<file path="src/rtl/mem_responder.sv">
// Memory-side responder: one request per cycle, fixed one-cycle acknowledge,
// write storage with per-word written flags so reads never return unknown data.
module mem_responder #(
  parameter int unsigned WIDTH      = 8,
  parameter int unsigned ADDR_WIDTH = 4,
  parameter int unsigned DEPTH      = 16,
  parameter int unsigned CNT_WIDTH  = 16
) (
  input  logic                  clk,
  input  logic                  res,
  input  logic                  valid,
  input  logic                  wr_rd,
  input  logic [ADDR_WIDTH-1:0] addr,
  input  logic [WIDTH-1:0]      wdata,
  output logic                  ready,
  output logic [WIDTH-1:0]      rdata,
  output logic                  err,
  output logic [CNT_WIDTH-1:0]  wr_count,
  output logic [CNT_WIDTH-1:0]  rd_count
);

  localparam int unsigned IDX_W = (DEPTH > 1) ? $clog2(DEPTH) : 1;
  localparam logic [ADDR_WIDTH:0] DEPTH_L = DEPTH[ADDR_WIDTH:0];

  typedef enum logic {IDLE, ACK} state_t;

  state_t state_q, state_d;

  logic [WIDTH-1:0] mem [DEPTH];
  logic [DEPTH-1:0] written;
  logic             in_range;
  logic [IDX_W-1:0] idx;
  logic             do_wr, do_rd;

  assign in_range = ({1'b0, addr} < DEPTH_L);
  assign idx      = addr[IDX_W-1:0];
  assign do_wr    = valid && wr_rd && in_range;
  assign do_rd    = valid && !wr_rd && in_range;

  always_ff @(posedge clk or posedge res) begin
    if (res) state_q <= IDLE;
    else     state_q <= state_d;
  end

  always_comb begin
    state_d = state_q;
    ready   = 1'b0;
    case (state_q)
      IDLE: begin
        if (valid) state_d = ACK;
      end
      ACK: begin
        ready = 1'b1;
        if (!valid) state_d = IDLE;
      end
      default: state_d = IDLE;
    endcase
  end

  // Storage has no reset; the written flags stand in for initial contents.
  always_ff @(posedge clk) begin
    if (!res && do_wr) mem[idx] <= wdata;
  end

  always_ff @(posedge clk or posedge res) begin
    if (res) begin
      written  <= '0;
      rdata    <= '0;
      err      <= 1'b0;
      wr_count <= '0;
      rd_count <= '0;
    end else begin
      err <= valid && !in_range;
      if (do_wr) begin
        written[idx] <= 1'b1;
        if (wr_count != '1) wr_count <= wr_count + 1'b1;
      end
      if (do_rd) begin
        rdata <= written[idx] ? mem[idx] : '0;
        if (rd_count != '1) rd_count <= rd_count + 1'b1;
      end else if (valid && !wr_rd) begin
        rdata <= '0;
      end
    end
  end

endmodule

</file>
<file path="config.mk">
export PLATFORM = sky130hd
export DESIGN_NAME = mem_responder
export DESIGN_NICKNAME = d
export VERILOG_FILES = /design/src/rtl/mem_responder.sv
export SDC_FILE = /design/constraint.sdc
export NUM_CORES = 1
export LEC_CHECK = 0
export ABC_AREA = 1
export BUFFER_PORTS_ARGS = -buffer_cell sky130_fd_sc_hd__buf_2
export CAP_MARGIN = 20
export CORE_MARGIN = 2
export CORE_UTILIZATION = 45
export DETAILED_ROUTE_END_ITERATION = 7
export GPL_TIMING_DRIVEN = 0
export PLACE_DENSITY = 0.66
export SLEW_MARGIN = 20
export SYNTH_ARGS = -nofsm -noshare
export SYNTH_HDL_FRONTEND = slang
export SYNTH_SLANG_ARGS = --single-unit
</file>
<file path="constraint.sdc">
create_clock -name clk -period 1.7 [get_ports clk]
set_clock_uncertainty 0.1 [all_clocks]
set_input_delay 0.17 -clock clk [delete_from_list [all_inputs] [get_ports clk]]
set_output_delay 0.17 -clock clk [all_outputs]
set_load 0.05 [all_outputs]
</file>
==> results of run 1 <==
## synth_stat cells (6+ instances only)
library cell and instances:
dfrtp_1 57, nand2_1 487, clkbuf_1 8, buf_2 12
xor2_1 18, nand4_1 7, o21bai_1 15, o21ai_2 6
nand3_1 21, nor2_1 46, buf_4 8, inv_1 48
edfxtp_1 128, nor3_1 7
## what timing repair did
item,4_1_cts,5_1_grt
pin swaps,4,4
hold endpoints to repair,34,0
endpoints found under the setup margin,64,132
resized for setup,7,37
gates cloned,0,2
buffers inserted,6,7
hold buffers,4,0
## layer usage
| metal | GRT usage (%) | share of wire, % | up-vias |
|---|---|---|---|
| li1 | - | - | 3071 |
| met1 | 30.7 | 46 | 3019 |
| met2 | 34.1 | 47 | 166 |
| met3 | 4.00 | 4.9 | 26 |
| met4 | 7.55 | 1.9 | 0 |
| met5 | 0 | 0 | - |
## worst register-to-register path: stages, from the launching register on
cell and delay [ns]:
dfrtp_2 0.40, ha_4 0.16, nand3_4 0.09, nor3_4 0.18
nand3_2 0.11, nand2_4 0.15, buf_6 0.15, buf_4 0.11
nand2_1 0.04, o21ai_1 0.08
## where the power goes
part / leakage [nW] / switching [mW] / internal, mW / total, mW
Sequential: 1.86 / 0.296 / 5.13 / 5.42
Combinational: 2.36 / 1.49 / 0.629 / 2.12
Clock: 0.277 / 1.74 / 2.17 / 3.92
Total: 4.49 / 3.53 / 7.93 / 11.5
## through the flow
stage / TNS (ns) / cells / area, µm²
after floorplan: -24.19 / 904 / 8440
after global placement: -112.80 / 1189 / 9000
after detailed placement: -59.52 / 1191 / 9040
after CTS: 0 / 1233 / 9740
after global routing: -0.195 / 1242 / 9960
final: 0 / 1242 / 9960
## cell type report
type / count / share of cell area [%]
Sequential cell: 185 / 53.0
Multi-Input combinational cell: 634 / 29.0
Timing Repair Buffer: 76 / 5.06
Clock buffer: 18 / 4.31
Tap cell: 229 / 2.88
Inverter: 53 / 2.11
Buffer: 32 / 2.07
Clock inverter: 14 / 1.46
Timing Repair inverter: 1 / 0.0628
## sequential cells by signal, indices dropped and copies added, names as in the netlist
| signal | cells |
|---|---|
| mem | 128 |
| rd_count | 16 |
| rdata | 8 |
| state_q | 1 |
| wr_count | 16 |
| written | 16 |
## how the worst min path moves through the flow
stage               start          end  slack (ns)
floorplan           valid      state_q        0.10
global placement    valid      state_q        0.22
detailed placement    res  wr_count[2]        0.03
CTS                 valid     rdata[3]        0.03
global route          res   mem[15][1]        0.04
finish              valid     rdata[5]        0.03
## kinds of logic (layout without fill, tap and decap cells)
group	Yosys count	in the layout
AND/OR/NAND/NOR	579	579
flip-flops	185	185
adder cells (fa/ha/maj)	2	2
other	1	1
buffers and inverters	85	194
AO/OA/AOI/OAI	30	30
XOR/XNOR	22	22
==> results.py, run 1 <==
metrics = {
    "run_status": {
        "outcome": "complete, no violations",
    },
    "timing": {
        "setup_slack_ns": 0.0513,
        "setup_viol": 0,
        "max_freq_ghz": 0.607,
        "slew_viol_final": 0,
        "finalCritPeriodShare_pct": 97.0,
        "hold_viol_final": 0,
        "rsz0062_at_grt": "true",
        "relSlewSlack_pct": 60.8,
        "tightest_slew_ns": 0.588,
        "period_needed_ns": 1.65,
        "whs_ns": 0.0283,
    },
    "place": {
        "portBuffers": 56,
        "place_congestion": 0.909,
        "place_ws_ns": -0.661,
        "dp_hpwl_um": 13700,
    },
    "drt": {
        "wl_per_cell_um": 16.6,
        "viasPerCell": 5.06,
        "via_count": 6282,
        "drc_errors": 0,
        "wl_um": 20600,
        "drt_pass1_iterations": 5,
        "antenna_left": 0,
        "drt_iter0_markers": 549,
    },
    "synth": {
        "synth_top_area_share_pct": 46.0,
        "synthSimpleGateAreaFrac_pct": 27.3,
        "synth_area_per_cell_um2": 9.25,
        "ys.flop_type": "edfxtp_1",
        "syn-cell-area_mm2": 0.00836,
        "synth_xor_xnor_area_share_pct": 2.30,
        "synth_top_family_by_area": "simple AND/OR/NAND/NOR gates",
        "synthAdderAreaFrac_pct": 0.299,
        "yosysWarningCount": 0,
        "async_reset_ff_share_pct": 30.8,
        "yosys.area.top_type": "edfxtp_1",
        "synthDistinctLibCells": 31,
        "synth.area.top_cells": "edfxtp_1 46%, nand2_1 22%, dfrtp_1 17%",
        "synthesis.nets": 922,
        "yosysSeqAreaShare_pct": 63.0,
        "synth_edf_count": 128,
        "synthCells": 904,
        "ys_ff_latch": 185,
        "synth_compound_area_share_pct": 2.54,
        "synthMuxAreaShare_pct": 0,
    },
    "global_routing": {
        "overflow": 0,
        "antenna_found_initial": 0,
        "grt_pass1_wl_um": 32200,
        "grt_max_degree": 27,
        "grt_pass1_vias": 5830,
        "grt_usage_pct": 21.7,
    },
    "power_and_ir_drop": {
        "peakVddDrop_mv": 0.736,
        "power_mw": 11.5,
        "power.leakage_nw": 4.49,
        "p_per_area_mw_per_mm2": 1150,
    },
    "critical_path": {
        "slowest_stage": "dfrtp_2",
        "cpPeakStageDelay_ns": 0.40,
        "startpoint_type": "flip-flop",
        "path_delay_family": "simple AND/OR/NAND/NOR gates",
        "cp.required_ns": 1.96,
        "worstPathArrival_ns": 1.90,
        "r2r_cells": 9,
        "cp-startpoint": "wr_count[0]",
        "crit_end": "wr_count[5]",
        "worstPathCellList": "ha_4 -> nand3_4 -> nor3_4 -> nand3_2 -> nand2_4 -> buf_6 -> buf_4 -> nand2_1 -> o21ai_1",
        "path_buf_inv": 2,
        "ff2ff_setup_slack_ns": 0.05,
        "crit_cells": 9,
        "reg2reg_from": "wr_count[0]",
        "crit_fanout": 5,
        "r2r_end": "wr_count[5]",
        "worstSetupPathType": "reg2reg",
        "endpoint_kind": "flip-flop",
    },
    "die": {
        "die_width_um": 140,
        "num_rows": 49,
        "start_util_pct": 46.2,
        "core_mm2": 0.0181,
        "die_area_mm2": 0.0197,
        "pin_count": 58,
        "die_h_um": 140,
    },
    "clocking": {
        "h-tree-depth": 4,
        "cts_sinks": 185,
        "clkSlewWorstSetupHoldPaths_ns": 0.07,
        "cts_buffer_depth": 2,
        "cts_root_buf": "clkbuf_16",
        "clock_latency_ns": 0.44,
        "cts_buffers": 17,
        "cts_tree": "yes",
    },
    "cells_and_area": {
        "nFillCells": 1556,
        "diodes": 0,
        "ff_latch_area_mm2": 0.00528,
        "mostFrequentLayoutCell": "nand2_1",
        "syn2layout_area_growth_pct": 19.0,
        "drive_gt1_share_pct": 17.4,
        "fin_util_pct": 55.0,
        "mostFrequentLayoutCells": "486 x nand2_1, 128 x edfxtp_1, 67 x buf_2, 50 x dfrtp_1, 47 x inv_1",
        "nets": 1018,
        "multi_input_area_mm2": 0.00289,
    },
    "job": {
        "drv_cap": 0,
    },
    "worst_hold_path": {
        "hold_class": "in2reg",
        "worstHoldPathCells": 4,
    },
}
Power figures use the tool's default switching activity.
==> inputs of run 2 (changes only) <==
==> constraint.sdc (replaced) <==
create_clock -name clk -period 1.7 [get_ports clk]
set_clock_uncertainty 0.1 [all_clocks]
set_input_delay 0.085 -clock clk [delete_from_list [all_inputs] [get_ports clk]]
set_output_delay 0.085 -clock clk [all_outputs]
set_load 0.05 [all_outputs]
==> results.py, run 2 (same netlist as run 1, synthesis figures left out) <==
metrics = {
    "timing": {
        "setup_tns_ns": 0,
        "slew_viol_final": 0,
        "period_needed_ns": 1.67,
        "relSlewSlack_pct": 62.1,
        "max_freq_ghz": 0.599,
        "setup_viol": 0,
        "finalCritPeriodShare_pct": 98.2,
        "hold_viol_final": 0,
        "tightest_slew_ns": 0.568,
        "rsz0062_at_grt": "true",
    },
    "place": {
        "place_area_mm2": 0.00904,
        "portBuffers": 56,
        "dp.cells": 1190,
        "dp_hpwl_um": 13600,
        "place_congestion": 0.897,
    },
    "global_routing": {
        "grt_pass1_wl_um": 31900,
        "grt_usage_pct": 21.5,
        "grt_max_degree": 33,
        "antenna_found_initial": 0,
        "grt_pass1_vias": 5879,
        "overflow": 0,
    },
    "critical_path": {
        "worstPathArrival_ns": 1.64,
        "cp.required_ns": 1.67,
        "r2r_cells": 8,
        "crit_end": "mem[6][3]",
        "worstSetupPathType": "in2reg",
        "ff2ff_setup_slack_ns": 0.07,
        "startpoint_type": "input port",
        "cp-startpoint": "res",
        "reg2reg_from": "wr_count[0]",
        "crit_fanout": 10,
        "endpoint_kind": "flip-flop",
        "r2r_end": "wr_count[7]",
    },
    "power_and_ir_drop": {
        "power.leakage_nw": 4.47,
        "peakVddDrop_mv": 0.732,
        "p_comb_share_pct": 18.1,
        "switching_share_pct": 30.6,
        "p_int_mw": 7.91,
        "switching_power_mw": 3.50,
        "seq_power_share_pct": 47.6,
        "power_mw": 11.4,
        "p_per_area_mw_per_mm2": 1150,
        "clock_power_share_pct": 34.3,
    },
    "drt": {
        "viasPerCell": 5.07,
        "drt_iter0_markers": 591,
        "wl_per_cell_um": 16.3,
        "wl_met3_um": 1090,
        "antenna_left": 0,
        "via_count": 6298,
        "wl_met1_um": 9250,
        "wl_um": 20200,
        "dr_wl_met2_um": 9340,
        "drc_errors": 0,
        "routed.top_layer": "met4",
        "drt_pass1_iterations": 5,
    },
    "clocking": {
        "cts_tree": "yes",
        "cts_root_buf": "clkbuf_16",
        "cts_buffer_depth": 2,
        "clock_latency_ns": 0.43,
        "cts_sinks": 185,
        "cts_buffers": 17,
        "h-tree-depth": 4,
        "clkSlewWorstSetupHoldPaths_ns": 0.07,
    },
    "die": {
        "die_width_um": 140,
        "core_mm2": 0.0181,
        "die_h_um": 140,
        "die_area_mm2": 0.0197,
        "pin_count": 58,
        "num_rows": 49,
        "start_util_pct": 46.2,
    },
    "cells_and_area": {
        "fin_util_pct": 54.6,
        "nets": 1019,
        "largest_reg_flops": 128,
        "mostFrequentLayoutCell": "nand2_1",
        "syn2layout_area_growth_pct": 18.1,
        "regMostFlops": "mem",
        "mostFrequentLayoutCells": "486 x nand2_1, 128 x edfxtp_1, 67 x buf_2, 49 x dfrtp_1, 47 x inv_1",
        "diodes": 0,
        "drive_gt1_share_pct": 16.5,
        "design_area_mm2": 0.00988,
        "layoutNonFillerInstCount": 1242,
    },
    "job": {
        "drv_cap": 0,
    },
    "worst_hold_path": {
        "hold_class": "in2reg",
    },
    "run_status": {
        "outcome": "complete, no violations",
    },
}
-- run 2: cell count changes in the layout (fill, tap and decap cells not counted), moves of 2 or more --
cell / before / now
dlygate4sd3_1: 3 / 12
nor2_4: 15 / 6
nor2_2: 4 / 12
buf_12: 4 / 2
buf_4: 19 / 17
buf_6: 3 / 1
o21ai_0: 2 / 4
o21ai_1: 6 / 4
-- run 2: timing repair --
item	CTS	global route
endpoints found under the setup margin	50	68
gates cloned	0	0
hold buffers	13	0
pin swaps	2	5
buffers inserted	3	6
endpoints found under the hold margin	170	0
gates resized for setup	5	15
-- run 2: worst min-delay path by stage --
stage	startpoint	endpoint	slack, ns	cells past startpoint
after detailed placement	valid	state_q	0.13	1
after CTS	valid	written[12]	0.003	3
after global routing	wr_rd	written[12]	0.04	3
after global placement	valid	state_q	0.13	1
final	wr_rd	written[12]	0.03	3
after floorplan	valid	state_q	0.02	0
-- run 2: critical path: stages --
cell	delay (ns)
dlygate4sd3_1	0.53
buf_2	0.16
clkinvlp_4	0.11
nand2_4	0.10
clkbuf_16	0.20
nor2_2	0.45
-- run 2: stage by stage --
step           setup WS [ns]  hold slack [ns]
4_1_cts               0.0195          0.00297
5_1_grt              -0.0110           0.0374
3_5_place_dp          -0.615            0.133
2_1_floorplan         -0.121           0.0164
3_3_place_gp          -0.839            0.130
6_report              0.0308           0.0312
-- run 2: metal layers --
layer	vias up	GRT usage, %
li1	3071	-
met1	2992	30.4
met2	195	33.3
met3	40	3.86
met4	0	8.35
met5	-	0
-- run 2: cell type report --
| class | instances | area [µm²] |
|---|---|---|
| fillers | 1553 | 8210 |
| flip-flops and latches | 185 | 5280 |
| multi-input cells | 634 | 2840 |
| repair buffers | 79 | 512 |
| clock buffers | 18 | 429 |
| well taps | 229 | 287 |
| inverters | 53 | 205 |
| plain buffers | 31 | 186 |
| clock inverters | 13 | 143 |
-- run 2: power by group through the flow --
stage | combinational, mW | sequential [mW] | clock, mW
6_report | 2.06 | 5.43 | 3.92
5_1_grt | 2.26 | 5.47 | 4.14
4_1_cts | 1.98 | 5.42 | 3.95
3_5_place_dp | 1.94 | 5.51 | 0
3_3_place_gp | 1.91 | 5.50 | 0
2_1_floorplan | 0.786 | 6.12 | 0
==> inputs of run 3 (changes only) <==
- CORE_ASPECT_RATIO: unset -> 0.5
- PLACE_DENSITY: 0.66 -> unset
==> results.py, run 3 (same netlist as run 1, synthesis figures left out) <==
metrics = {
    "run_status": {
        "outcome": "complete, no violations",
    },
    "place": {
        "dp_hpwl_um": 13900,
        "place_area_mm2": 0.00906,
        "place_ws_ns": -0.596,
        "portBuffers": 56,
        "dp.cells": 1201,
        "place_congestion": 0.874,
    },
    "cells_and_area": {
        "fin_util_pct": 54.9,
        "syn2layout_area_growth_pct": 20.2,
        "ff_latch_area_mm2": 0.00528,
        "regMostFlops": "mem",
        "mostFrequentLayoutCell": "nand2_1",
        "diodes": 0,
        "nets": 1025,
        "multi_input_area_mm2": 0.00291,
        "design_area_mm2": 0.0101,
        "nFillCells": 1610,
        "mostFrequentLayoutCells": "478 x nand2_1, 128 x edfxtp_1, 67 x buf_2, 47 x dfrtp_1, 46 x inv_1",
        "layoutNonFillerInstCount": 1260,
        "largest_reg_flops": 128,
        "drive_gt1_share_pct": 18.4,
    },
    "clocking": {
        "clkSlewWorstSetupHoldPaths_ns": 0.08,
        "cts_buffers": 17,
        "h-tree-depth": 4,
        "cts_buffer_depth": 2,
        "clock_latency_ns": 0.43,
        "cts_sinks": 185,
        "cts_tree": "yes",
        "cts_root_buf": "clkbuf_16",
    },
    "timing": {
        "setup_slack_ns": 0.0350,
        "period_needed_ns": 1.66,
        "relSlewSlack_pct": 59.3,
        "hold_viol_final": 0,
        "max_freq_ghz": 0.601,
        "rsz0062_at_grt": "true",
        "tightest_slew_ns": 0.610,
        "finalCritPeriodShare_pct": 97.9,
        "setup_viol": 0,
        "slew_viol_final": 0,
    },
    "drt": {
        "via_count": 6265,
        "drt_iter0_markers": 482,
        "antenna_left": 0,
        "wl_per_cell_um": 16.6,
        "wl_um": 20900,
        "drt_pass1_iterations": 5,
        "drc_errors": 0,
        "viasPerCell": 4.97,
    },
    "worst_hold_path": {
        "worstHoldPathCells": 1,
        "hold_class": "in2reg",
        "holdPathEnd": "mem[9][0]",
        "min-delay-start": "wdata[0]",
    },
    "power_and_ir_drop": {
        "power.leakage_nw": 4.55,
        "switching_share_pct": 32.3,
        "seq_power_share_pct": 47.0,
        "p_comb_share_pct": 19.1,
        "peakVddDrop_mv": 0.936,
        "power_mw": 11.5,
        "switching_power_mw": 3.72,
        "clock_power_share_pct": 34.0,
        "p_int_mw": 7.81,
        "p_per_area_mw_per_mm2": 1150,
    },
    "critical_path": {
        "crit_fanout": 10,
        "worstPathArrival_ns": 1.63,
        "startpoint_type": "input port",
        "endpoint_kind": "flip-flop",
        "worstSetupPathType": "in2reg",
        "r2r_end": "wr_count[3]",
        "r2r_cells": 8,
        "ff2ff_setup_slack_ns": 0.04,
        "cp.required_ns": 1.67,
        "reg2reg_from": "wr_count[0]",
    },
    "global_routing": {
        "overflow": 0,
        "grt_usage_pct": 21.8,
        "grt_pass1_vias": 5907,
        "grt_max_degree": 32,
        "grt_pass1_wl_um": 32100,
        "antenna_found_initial": 0,
    },
    "die": {
        "pin_count": 58,
        "start_util_pct": 45.7,
        "die_width_um": 197,
        "num_rows": 35,
        "die_area_mm2": 0.0198,
        "core_mm2": 0.0183,
        "die_h_um": 100,
    },
    "job": {
        "drv_cap": 0,
    },
}
-- run 3: changes by cell type in the layout (fill, tap and decap cells not counted), sizes merged --
cell         previous run  this run
bufinv                  2         0
dlygate4sd3            12        11
clkbuf                 26        28
inv                    56        60
clkinvlp                2         1
clkinv                  6         5
buf                    90        96
-- run 3: per-stage QoR --
stage          hold WS, ns  setup TNS, ns
2_1_floorplan       0.0164         -13.54
3_3_place_gp         0.128         -99.61
3_5_place_dp         0.131         -51.48
4_1_cts            0.00894              0
5_1_grt             0.0170         -0.492
6_report            0.0116              0
-- run 3: what timing repair did --
item | in CTS | in global routing
gates resized for setup | 5 | 39
hold endpoints to repair | 152 | 0
pin swaps | 1 | 5
gates cloned | 0 | 1
hold buffers | 12 | 0
buffers inserted | 3 | 11
endpoints found under the setup margin | 56 | 94
-- run 3: how the worst max path moves through the flow --
stage	slack, ns	cells after the start	endpoint	startpoint
floorplan	-0.12	4	mem[10][0]	res
global placement	-0.82	4	mem[2][1]	res
detailed placement	-0.60	6	mem[2][1]	addr[1]
CTS	0.001	9	wr_count[9]	wr_count[0]
global route	-0.08	8	wr_count[3]	wr_count[0]
finish	0.04	6	mem[8][3]	res
-- run 3: power groups by stage --
| stage | registers [mW] | clock network, mW | logic (mW) |
|---|---|---|---|
| 6_report | 5.41 | 3.92 | 2.20 |
| 5_1_grt | 5.46 | 4.14 | 2.39 |
| 4_1_cts | 5.41 | 3.95 | 1.99 |
| 3_5_place_dp | 5.51 | 0 | 1.95 |
| 3_3_place_gp | 5.50 | 0 | 1.92 |
| 2_1_floorplan | 6.12 | 0 | 0.786 |
-- run 3: cell type report --
class	count	area share [%]
Inverter	53	2.09
Multi-Input combinational cell	634	28.9
Buffer	32	2.04
Sequential cell	185	52.5
Clock inverter	13	1.26
Timing Repair Buffer	84	5.77
Tap cell	240	2.99
Clock buffer	19	4.42
-- run 3: layer usage --
layer | global-route usage (%) | wire, µm
met3 | 4.60 | 1090
met1 | 30.7 | 9950
met2 | 34.7 | 9550
met5 | 0 | 0
met4 | 6.07 | 271
-- run 3: critical path, stage by stage --
cell	delay, ns
dlygate4sd3_1	0.55
buf_2	0.16
clkinvlp_4	0.09
nand2_4	0.10
clkbuf_16	0.22
nor2_2	0.42
